[config.mk]
export PLATFORM = sky130hd
export DESIGN_NAME = sisc_ifetch
export DESIGN_NICKNAME = d
export VERILOG_FILES = /design/src/rtl/sisc_ifetch.sv
export SDC_FILE = /design/constraint.sdc
export NUM_CORES = 1
export LEC_CHECK = 0
export CAP_MARGIN = 25
export CORE_AREA = 3 3 110 112
export CTS_BUF_LIST = sky130_fd_sc_hd__clkbuf_8
export DETAILED_ROUTE_END_ITERATION = 6
export DIE_AREA = 0 0 113 115
export PLACE_DENSITY = 0.82
export REMOVE_ABC_BUFFERS = 1
export SYNTH_ARGS = -nofsm -noshare
export SYNTH_HDL_FRONTEND = slang
export SYNTH_SLANG_ARGS = --single-unit
[constraint.sdc]
create_clock -name clk -period 2.9 [get_ports clk]
set_input_delay 0.725 -clock clk [delete_from_list [all_inputs] [get_ports clk]]
set_output_delay 0.725 -clock clk [all_outputs]
set_load 0.02 [all_outputs]
[src/rtl/sisc_ifetch.sv]
// sisc_ifetch -- SISC instruction fetch stage.
//
// Owns the program counter, addresses instruction memory with it, and captures
// the combinationally returned instruction word into a 2-entry prefetch buffer
// that feeds decode over a valid/ready handshake. A branch redirect flushes the
// buffer and reloads the PC, taking priority over everything except reset.
//
// Optional feature: define SISC_IFETCH_HALT_EN to stop fetching after a word
// with opcode 4'hF (HALT) has been buffered; without it, halted is tied 0.
//
// Ports:
//   clk            system clock, rising edge
//   rst_f          asynchronous active-low reset
//   im_addr        word address to instruction memory (the PC register)
//   im_data        instruction word for im_addr, same cycle
//   ir / ir_pc     instruction and address at the buffer head
//   ir_valid       buffer head holds a valid instruction
//   ir_ready       decode accepts the head this cycle
//   redirect       branch taken: flush and load a new PC
//   redirect_rel   1: target = redirect_base + 1 + redirect_imm; 0: redirect_imm
//   redirect_base  PC of the branching instruction
//   redirect_imm   branch immediate or absolute target
//   buf_count      buffer occupancy, 0..2
//   halted         fetch stopped on HALT
module sisc_ifetch #(
  parameter int                 ADDR_W   = 16,
  parameter int                 DATA_W   = 32,
  parameter logic [ADDR_W-1:0]  RESET_PC = 16'h0000
) (
  input  logic              clk,
  input  logic              rst_f,
  output logic [ADDR_W-1:0] im_addr,
  input  logic [DATA_W-1:0] im_data,
  output logic [DATA_W-1:0] ir,
  output logic [ADDR_W-1:0] ir_pc,
  output logic              ir_valid,
  input  logic              ir_ready,
  input  logic              redirect,
  input  logic              redirect_rel,
  input  logic [ADDR_W-1:0] redirect_base,
  input  logic [ADDR_W-1:0] redirect_imm,
  output logic [1:0]        buf_count,
  output logic              halted
);

`ifdef SISC_IFETCH_HALT_EN
  typedef enum logic [1:0] {S_RUN, S_HOLD, S_HALTED} state_t;
`else
  typedef enum logic [1:0] {S_RUN, S_HOLD} state_t;
`endif

  state_t              state;
  logic [ADDR_W-1:0]   pc;
  logic [DATA_W-1:0]   head_data, tail_data;
  logic [ADDR_W-1:0]   head_pc, tail_pc;
  logic [1:0]          count, count_nxt, count_after_pop;
  logic                pop, push, fetch_ok, is_halt;

  // Target arithmetic wraps at 2^ADDR_W.
  function automatic logic [ADDR_W-1:0] redirect_target(
    input logic              rel,
    input logic [ADDR_W-1:0] base,
    input logic [ADDR_W-1:0] imm
  );
    if (rel) return base + ADDR_W'(1) + imm;
    else     return imm;
  endfunction

  // RUN implies room in the buffer; HOLD means full, so only a pop frees a slot.
  assign pop = (count != 2'd0) & ir_ready;
`ifdef SISC_IFETCH_HALT_EN
  assign fetch_ok = (state == S_RUN) | ((state == S_HOLD) & pop);
  assign is_halt  = (im_data[DATA_W-1 -: 4] == 4'hF);
`else
  assign fetch_ok = (state == S_RUN) | pop;
  assign is_halt  = 1'b0;
`endif
  assign push = fetch_ok & ~redirect;

  always_comb begin
    count_nxt = count;
    if (push & ~pop)      count_nxt = count + 2'd1;
    else if (pop & ~push) count_nxt = count - 2'd1;
  end

  // Slot the incoming word lands in, once the head has been popped.
  assign count_after_pop = count - {1'b0, pop};

  always_ff @(posedge clk or negedge rst_f) begin
    if (!rst_f) begin
      state     <= S_RUN;
      pc        <= RESET_PC;
      count     <= 2'd0;
      head_data <= '0;
      head_pc   <= '0;
      tail_data <= '0;
      tail_pc   <= '0;
    end else if (redirect) begin
      // Head is discarded, so a concurrent pop has no effect.
      state <= S_RUN;
      pc    <= redirect_target(redirect_rel, redirect_base, redirect_imm);
      count <= 2'd0;
    end else begin
      count <= count_nxt;
      if (pop && count == 2'd2) begin
        head_data <= tail_data;
        head_pc   <= tail_pc;
      end
      if (push) begin
        pc <= pc + ADDR_W'(1);
        if (count_after_pop == 2'd0) begin
          head_data <= im_data;
          head_pc   <= pc;
        end else begin
          tail_data <= im_data;
          tail_pc   <= pc;
        end
      end
`ifdef SISC_IFETCH_HALT_EN
      if (state == S_HALTED)     state <= S_HALTED;
      else if (push && is_halt)  state <= S_HALTED;
      else                       state <= (count_nxt == 2'd2) ? S_HOLD : S_RUN;
`else
      state <= (count_nxt == 2'd2) ? S_HOLD : S_RUN;
`endif
    end
  end

  assign im_addr   = pc;
  assign ir        = head_data;
  assign ir_pc     = head_pc;
  assign ir_valid  = (count != 2'd0);
  assign buf_count = count;
`ifdef SISC_IFETCH_HALT_EN
  assign halted    = (state == S_HALTED);
`else
  assign halted    = 1'b0;
`endif

endmodule
==> results.json, run 1 <==
{
  "outcome": "complete, no violations",
  "start_util_pct": 51.22,
  "synthFlopType": "dfrtp_1",
  "placementRows": 39,
  "critPathCaptureType": "flip-flop",
  "syn_area_per_cell_um2": 11.57,
  "rr_worst_depth": 9,
  "grt_max_degree": 52,
  "final-hold-violation-count": 0,
  "p_leak_nw": 3.501,
  "wl_met3_um": 972,
  "dieWidth_um": 113,
  "cts.htree.levels": 4,
  "clk_pin_slew_ns": 0.07,
  "period_share_pct": 96.21,
  "grt_pass1_wl_um": 22960,
  "antenna_found_initial": 0,
  "grt_pass1_vias": 4661,
  "criticalPathCategory": "input port to flip-flop",
  "arrival_ns": 3.12,
  "routedWlPerCell_um": 17.22,
  "root_buffer": "clkbuf_8",
  "wl_met2_um": 6610,
  "synth.area.top_cells": "dfrtp_1 50%, mux2_2 9.5%, a22o_1 6.0%, a21o_1 5.8%, ha_1 3.9%",
  "critPathCapture": "im_addr[14]",
  "drc_errors": 0,
  "layout_min_cycle_time_ns": 2.790,
  "top_layer": "met4",
  "hpwl_um": 10020,
  "hold_class": "input port to async pin",
  "finalPower_w": 0.007999,
  "viasPerCell": 5.749,
  "drt_wl_total_um": 13990,
  "boundaryPins": 137,
  "r2r_slack_ns": 0.57,
  "setup_violations": 0,
  "num_vias": 4668,
  "ir_drop_v": 0.0006314,
  "cts_hold_buf": 0,
  "clock_sinks": 115,
  "drv_cap": 0,
  "worst_clock_skew_ns": 0.009726,
  "async_flop_share_pct": 100.0,
  "ys_seq_elements": 115,
  "port_buffers": 135,
  "fmax_ghz": 0.3584,
  "crit_start": "redirect_imm[0]",
  "clk_latency_ns": 0.42,
  "overflow": 0,
  "drt-met1-wl_um": 6245,
  "worstPathRequired_ns": 3.23,
  "fin_setup_tns_ns": 0,
  "relSlewSlack_pct": 55.42,
  "area_delta_synth_final_pct": 36.49,
  "drv_slew": 0,
  "yosysUniqueCellTypes": 55,
  "gp_congestion": 0.8878,
  "startpoint_type": "input port",
  "ys_seq_area_share_pct": 49.63,
  "dieArea_um2": 13000,
  "grt_usage_pct": 22.16,
  "pwr_density_cell_nw_per_um2": 1011,
  "ant_nets": 0,
  "cts_tree": "built",
  "numCtsBuffers": 17,
  "drive_above_1_share_pct": 17.19,
  "core_um2": 11320,
  "layout.nets": 744,
  "yosysWarningCount": 0,
  "synth_area_um2": 5798,
  "synthCells": 501,
  "clock_path_buffers": 2,
  "die_h_um": 115,
  "synth_top_area_cell": "dfrtp_1",
  "synth_top_area_share_pct": 49.63,
  "drtIter0Drc": 378,
  "reg2reg_to": "ir[30]",
  "worstMarginPinSlew_ns": 0.6662,
  "synth_edf_count": 0,
  "reg2reg_from": "buf_count[1]",
  "num_antenna_cells": 0,
  "crit_fanout": 3,
  "firstDrtPassIters": 5
}
==> Yosys cell counts (5+ instances only) <==
cell / instances
dfrtp_1: 115
mux2_2: 49
a21o_1: 45
a22o_1: 40
nand2_1: 21
a21oi_1: 20
xnor2_1: 20
ha_1: 18
nor2_1: 14
o21ai_0: 13
clkbuf_1: 12
inv_1: 11
nand3_1: 9
o2bb2ai_1: 9
a22oi_1: 8
and3_1: 8
xor2_1: 8
buf_2: 7
a31oi_1: 6
mux2i_1: 6
nand2b_1: 6
o211ai_1: 5
==> state kept, by name, summed over array words and instances, names as in the netlist <==
name and cells:
tail_pc 16, ir 32, ir_pc 16, buf_count 2
im_addr 16, state 1, tail_data 32
==> cells by family (layout without fill, tap and decap cells) <==
family | count (synthesis) | in the layout | share of synthesized area [%]
AO/OA/AOI/OAI | 168 | 168 | 21.56
XOR/XNOR | 28 | 28 | 4.230
adder cells (fa/ha/maj) | 19 | 19 | 4.230
buffers and inverters | 39 | 207 | 3.129
flip-flops | 115 | 115 | 49.63
multiplexers | 55 | 55 | 10.55
other | 1 | 1 | 0.06468
AND/OR/NAND/NOR | 76 | 76 | 6.604
==> stage by stage <==
step	hold WS (ns)	instances	util [%]	worst slack [ns]	instance area (um2)
after floorplan	0.4294	474	-	-2.590	5662
after global placement	0.4573	780	66.31	-0.2560	7507
after detailed placement	0.4640	780	66.31	-0.3301	7507
after CTS	0.2350	812	69.88	0.1162	7911
after global routing	0.2558	812	69.91	-0.01640	7914
final	0.2433	812	69.91	0.1099	7914
==> cell usage in the layout (no fill, tap or decap), drive strengths merged, types with 9 or more instances in the layout <==
master         Yosys  layout
dfrtp            115     115
ha                18      18
a22o              40      40
clkbuf            12      19
nand3              9       9
mux2              49      49
xnor2             20      20
buf               15      29
clkdlybuf4s50      0     134
inv               11      14
o21ai             14      14
nand2             21      21
nor2              14      14
a21o              45      45
a21oi             20      20
o2bb2ai            9       9
==> report_power, final <==
part / total (W) / switching [W] / internal, W
clock: 0.00148 / 0.000605 / 0.000879
combinational: 0.00364 / 0.00166 / 0.00197
sequential: 0.00288 / 0.000505 / 0.00237
==> metal layers <==
layer | track usage (%) | vias up
li1 | - | 2176
met4 | 6.891 | 0
met1 | 30.25 | 2292
met2 | 35.03 | 187
met3 | 5.789 | 13
met5 | 0 | -
==> critical path, stage by stage <==
cell	delay (ns)
clkdlybuf4s50_1	0.41
inv_1	0.06
ha_1	0.16
inv_1	0.06
fa_2	0.34
a21o_1	0.21
a221oi_2	0.34
o211ai_1	0.17
a41o_1	0.27
and4_1	0.20
a211oi_1	0.19
==> how the worst min path moves through the flow <==
| stage | from | to | cells after the start |
|---|---|---|---|
| detailed placement | ir_pc[5] | ir_pc[5] | 1 |
| CTS | rst_f | tail_data[3] | 1 |
| finish | rst_f | tail_data[16] | 1 |
| floorplan | rst_f | buf_count[0] | 0 |
| global placement | ir[20] | ir[20] | 1 |
| global route | rst_f | tail_data[16] | 1 |
==> final cells by class <==
| cell class | instances | area [um2] |
|---|---|---|
| Fill cell | 830 | 3407 |
| Timing Repair Buffer | 163 | 1634 |
| Inverter | 12 | 45.04 |
| Multi-Input combinational cell | 347 | 2774 |
| Sequential cell | 115 | 2878 |
| Tap cell | 143 | 178.9 |
| Clock buffer | 19 | 261.5 |
| Clock inverter | 13 | 142.6 |
==> timing repair <==
action | 4_1_cts | 5_1_grt
setup endpoints to repair | 0 | 1
setup buffers | 0 | 0
endpoints found under the hold margin | 0 | 0
gates resized for setup | 0 | 1
Power figures use the tool's default switching activity.
==> run 2, diff against run 1 <==
- CORE_AREA: 3 3 110 112 -> 3 3 112 114
- CTS_BUF_LIST: sky130_fd_sc_hd__clkbuf_8 -> default
- DIE_AREA: 0 0 113 115 -> 0 0 115 117
- PLACE_DENSITY: 0.82 -> 0.79
==> run 2 against run 1 <==
Flip-flop and latch count unchanged. Total power is 6.4% higher. Worst hold slack gained 0.19 ns. Sequential power about the same. Design area grew 2.2%. First-iteration DRC count increased by 0.53%.
==> results.json, run 2 (synthesis gave the netlist of run 1 again) <==
{
  "hpwl_um": 10100,
  "drv_cap": 0,
  "firstDrtPassIters": 5,
  "grt_usage_pct": 21.70,
  "arrival_ns": 3.01,
  "post-place-ws_ns": -0.3178,
  "critPathCaptureType": "flip-flop",
  "viasPerCell": 5.724,
  "ir_drop_v": 0.0005485,
  "worst_slack_ns": 0.2041,
  "worst_clock_skew_ns": 0.01031,
  "clock_path_buffers": 2,
  "p_leak_nw": 3.569,
  "postCtsSetupBuffers": 0,
  "num_vias": 4631,
  "pwr_density_cell_nw_per_um2": 1052,
  "rr_worst_depth": 9,
  "grt_pass1_vias": 4670,
  "cts_tree": "built",
  "layout_min_cycle_time_ns": 2.696,
  "grt_setup_unrepaired": "false",
  "core_um2": 11520,
  "setup_violations": 0,
  "dieWidth_um": 115,
  "layout.nets": 743,
  "relSlewSlack_pct": 41.11,
  "fmax_ghz": 0.3709,
  "layout_commonest_cell": "clkdlybuf4s50_1",
  "port_buffers": 135,
  "clock_sinks": 115,
  "die_h_um": 117,
  "root_buffer": "clkbuf_16",
  "crit_fanout": 3,
  "antenna_found_initial": 0,
  "nFillCells": 840,
  "drc_errors": 0,
  "routedWlPerCell_um": 17.89,
  "grt_max_degree": 70,
  "most-common-layout-cells": "134 x clkdlybuf4s50_1, 115 x dfrtp_1, 49 x mux2_2",
  "period_share_pct": 92.96,
  "ant_nets": 0,
  "instances_no_fill": 809,
  "dieArea_um2": 13460,
  "placementRows": 39,
  "drv_slew": 0,
  "boundaryPins": 137,
  "finalPower_w": 0.008509,
  "holdWs_ns": 0.4365,
  "num_antenna_cells": 0,
  "start_util_pct": 50.35,
  "clk_pin_slew_ns": 0.05,
  "startpoint_type": "input port",
  "grt_pass1_wl_um": 22960,
  "outcome": "complete, no violations",
  "post-route-util_pct": 70.21,
  "worstPathRequired_ns": 3.22,
  "gp_congestion": 0.8572,
  "numCtsBuffers": 17,
  "drive_above_1_share_pct": 17.27,
  "hold_class": "input port to async pin",
  "drtIter0Drc": 380,
  "worstMarginPinSlew_ns": 0.8834,
  "final-hold-violation-count": 0,
  "drt_wl_total_um": 14470,
  "cts_hold_buf": 0,
  "post_cts_resized": 0,
  "criticalPathCategory": "input port to flip-flop",
  "post-place-cells": 779,
  "clk_latency_ns": 0.40,
  "overflow": 0,
  "cts.htree.levels": 4,
  "area_delta_synth_final_pct": 39.45
}
## run 2: changes by cell type in the layout (fill, tap and decap cells not counted), sizes merged
cell | before | now
buf | 29 | 28
clkbuf | 19 | 26
clkinv | 7 | 4
inv | 14 | 11
bufinv | 3 | 1
clkinvlp | 1 | 0
## run 2: report_power, final
part           switching (W)  internal [W]  leakage [nW]
registers           0.000508       0.00238          1.34
clock network       0.000649       0.00132         0.288
logic                0.00168       0.00197          1.94
total                0.00284       0.00567          3.57
## run 2: worst max-delay path, stage by stage
cell and delay (ns):
clkdlybuf4s50_1 0.42, inv_1 0.06, ha_1 0.14, inv_1 0.05, fa_2 0.33, a21o_1 0.20, a221oi_2 0.29, o211ai_1 0.18
a41o_1 0.23, and4_1 0.20, a211oi_2 0.18
## run 2: cell type report
class / instances / area [um2] / share of cell area (%)
Clock inverter: 4 / 45.04 / 0.5571
Multi-Input combinational cell: 347 / 2783 / 34.42
Inverter: 12 / 45.04 / 0.5571
Timing Repair Buffer: 162 / 1627 / 20.12
Sequential cell: 115 / 2878 / 35.59
Tap cell: 143 / 178.9 / 2.213
Clock buffer: 26 / 529.3 / 6.546
## run 2: layer usage
metal  GRT usage, %  part of all wire, %  routed length, um
met3          5.861                  7.1               1027
met1          28.23                   43               6189
met5              0                    0                  0
met2          35.46                   49               7104
met4          7.121                  1.1                153
## run 2: worst paths after layout
kind | startpoint | to | slack, ns
min in group clk | ir[24] | ir[24] | 0.47
setup / recovery | redirect_imm[0] | im_addr[14] | 0.20
hold reg to reg | ir[24] | ir[24] | 0.47
max in group asynchronous | rst_f | im_addr[1] | 1.74
setup reg to reg | buf_count[1] | ir[25] | 0.42
hold / removal | rst_f | ir[15] | 0.44
## run 2: metrics by stage
step	area [um2]	TNS [ns]
after global routing	8085	0
after global placement	7500	-0.6259
after CTS	8074	0
final	8085	0
after floorplan	5662	-200.03
after detailed placement	7500	-0.9831
==> run 3, diff against run 2 <==
- CORE_AREA: 3 3 112 114 -> 3 3 146 148
- DIE_AREA: 0 0 115 117 -> 0 0 149 151
- HOLD_SLACK_MARGIN: default -> 0.12
- PLACE_DENSITY: 0.79 -> 0.51
==> run 3 against run 2 <==
Wire length increased by 11%. Register-to-register slack improved by 0.12 ns. Design area increased by 2.4%. First-iteration DRC count decreased by 46%. Setup slack got worse by 0.11 ns. Final cell count increased by 17%. Non-clock buffer count increased by 7. Critical path type unchanged. Highest routed layer unchanged.
==> results.json, run 3 (synthesis gave the netlist of run 1 again) <==
{
  "start_util_pct": 28.75,
  "wl_met3_um": 1088,
  "dieArea_um2": 22500,
  "p_leak_nw": 3.589,
  "clock_sinks": 115,
  "setup_violations": 0,
  "period_share_pct": 96.59,
  "crit_family": "compound AO/OA/AOI/OAI gates",
  "cellInternalPower_w": 0.005693,
  "criticalPathCategory": "input port to flip-flop",
  "drc_errors": 0,
  "critPathCaptureType": "flip-flop",
  "combPwrFrac_pct": 42.6,
  "r2r_slack_ns": 0.54,
  "grt_pass1_wl_um": 25500,
  "cts_hold_buf": 0,
  "relSlewSlack_pct": 50.63,
  "power.net_switching_w": 0.002887,
  "worstSetupPathDepth": 11,
  "pwr_density_cell_nw_per_um2": 1036,
  "clk_latency_ns": 0.41,
  "pwr-share-seq_pct": 33.6,
  "drtIter0Drc": 205,
  "finalPower_w": 0.008579,
  "fmax_ghz": 0.3570,
  "most-common-layout-cells": "134 x clkdlybuf4s50_1, 115 x dfrtp_1, 49 x mux2_2",
  "num_vias": 4642,
  "port_buffers": 135,
  "ir_drop_v": 0.0003466,
  "post-place-cells": 911,
  "grt_usage_pct": 14.36,
  "layout.nets": 750,
  "nFillCells": 1939,
  "antenna_found_initial": 0,
  "critPathMostFrequentCell": "inv_1",
  "post-place-ws_ns": -0.3678,
  "layout_commonest_cell": "clkdlybuf4s50_1",
  "wl_met2_um": 7446,
  "post-route-util_pct": 41.06,
  "instances_no_fill": 945,
  "crit_start": "redirect_imm[0]",
  "reg2reg_to": "tail_data[2]",
  "pwr-share-clk_pct": 23.8,
  "dieWidth_um": 149,
  "path_cells": "clkdlybuf4s50_1 > inv_1 > ha_1 > inv_1 > fa_2 > a21o_1 > a221oi_4 > o211ai_1 > a41o_1 > and4_1 > a211oi_2",
  "drive_above_1_share_pct": 17.48,
  "num_antenna_cells": 0,
  "startpoint_type": "input port",
  "worstPathRequired_ns": 3.23,
  "gp_congestion": 0.8313,
  "crit_fanout": 3,
  "drv_slew": 0,
  "outcome": "complete, no violations",
  "worst_clock_skew_ns": 0.008961,
  "worst_slack_ns": 0.09903,
  "drt_wl_total_um": 16020,
  "hpwl_um": 11230,
  "hold_class": "input port to async pin",
  "ant_nets": 0,
  "layout_min_cycle_time_ns": 2.801,
  "arrival_ns": 3.13,
  "area_delta_synth_final_pct": 42.84,
  "core_um2": 20170,
  "p_sw_share_pct": 33.65,
  "cp.buffers_inverters": 3,
  "worstMarginPinSlew_ns": 0.7378,
  "cts.htree.levels": 4,
  "grt_pass1_vias": 4810,
  "grt_max_degree": 116,
  "boundaryPins": 137,
  "firstDrtPassIters": 4,
  "critPathMaxStageDelay_ns": 0.42,
  "placementRows": 52,
  "routedWlPerCell_um": 16.95,
  "reg2reg_from": "buf_count[1]",
  "drv_cap": 0,
  "final-hold-violation-count": 0,
  "numCtsBuffers": 17,
  "critPathCapture": "im_addr[14]",
  "drt-met1-wl_um": 7271,
  "overflow": 0,
  "slowest_stage": "clkdlybuf4s50_1",
  "rr_worst_depth": 8,
  "root_buffer": "clkbuf_16",
  "cts_tree": "built",
  "clk_pin_slew_ns": 0.05,
  "clock_path_buffers": 2,
  "viasPerCell": 4.912,
  "die_h_um": 151,
  "top_layer": "met4"
}
[run 3: how the worst min path moves through the flow]
stage | cells after the start | endpoint | start | slack, ns
4_1_cts | 2 | ir[31] | rst_f | 0.43
5_1_grt | 2 | tail_data[19] | rst_f | 0.45
3_3_place_gp | 1 | ir[24] | ir[24] | 0.46
2_1_floorplan | 0 | buf_count[0] | rst_f | 0.43
6_report | 2 | ir[31] | rst_f | 0.38
3_5_place_dp | 1 | ir[12] | ir[12] | 0.47
[run 3: layer usage]
metal,vias up,global-route usage (%)
li1,2187,-
met1,2306,18.22
met2,130,23.29
met3,19,4.548
met4,0,4.897
met5,-,0
[run 3: final cells by class]
type | instances | area [um2] | area share, %
Clock inverter | 4 | 70.07 | 0.8460
Multi-Input combinational cell | 347 | 2790 | 33.69
Sequential cell | 115 | 2878 | 34.75
Tap cell | 270 | 337.8 | 4.079
Timing Repair Buffer | 169 | 1654 | 19.97
Inverter | 12 | 45.04 | 0.5439
Clock buffer | 28 | 506.7 | 6.119
[run 3: worst reg2reg max path, cell delays in order (launching register included)]
cell      delay (ns)
dfrtp_1         0.45
inv_1           0.13
ha_1            0.23
nor2b_2         0.19
buf_4           0.15
xnor2_1         0.09
a221oi_4        0.29
buf_12          0.32
mux2_2          0.41
[run 3: power by group through the flow]
stage	Sequential, W	Clock, W	Combinational [W]
6_report	0.00288	0.00204	0.00366
5_1_grt	0.00298	0.00217	0.00395
4_1_cts	0.00289	0.00209	0.00370
3_5_place_dp	0.00292	0	0.00369
3_3_place_gp	0.00287	0	0.00363
2_1_floorplan	0.00328	0	0.00169
[run 3: repair_timing]
item,4_1_cts,5_1_grt
buffers inserted,0,2
endpoints found under the setup margin,0,1
resized for setup,0,3
[run 3: per-stage QoR]
step	hold WS (ns)	setup TNS [ns]	area, um2
2_1_floorplan	0.4294	-200.03	5662
3_3_place_gp	0.4581	-0.7842	7671
3_5_place_dp	0.4686	-0.9842	7671
4_1_cts	0.4331	0	8248
5_1_grt	0.4521	-0.009179	8282
6_report	0.3766	0	8282
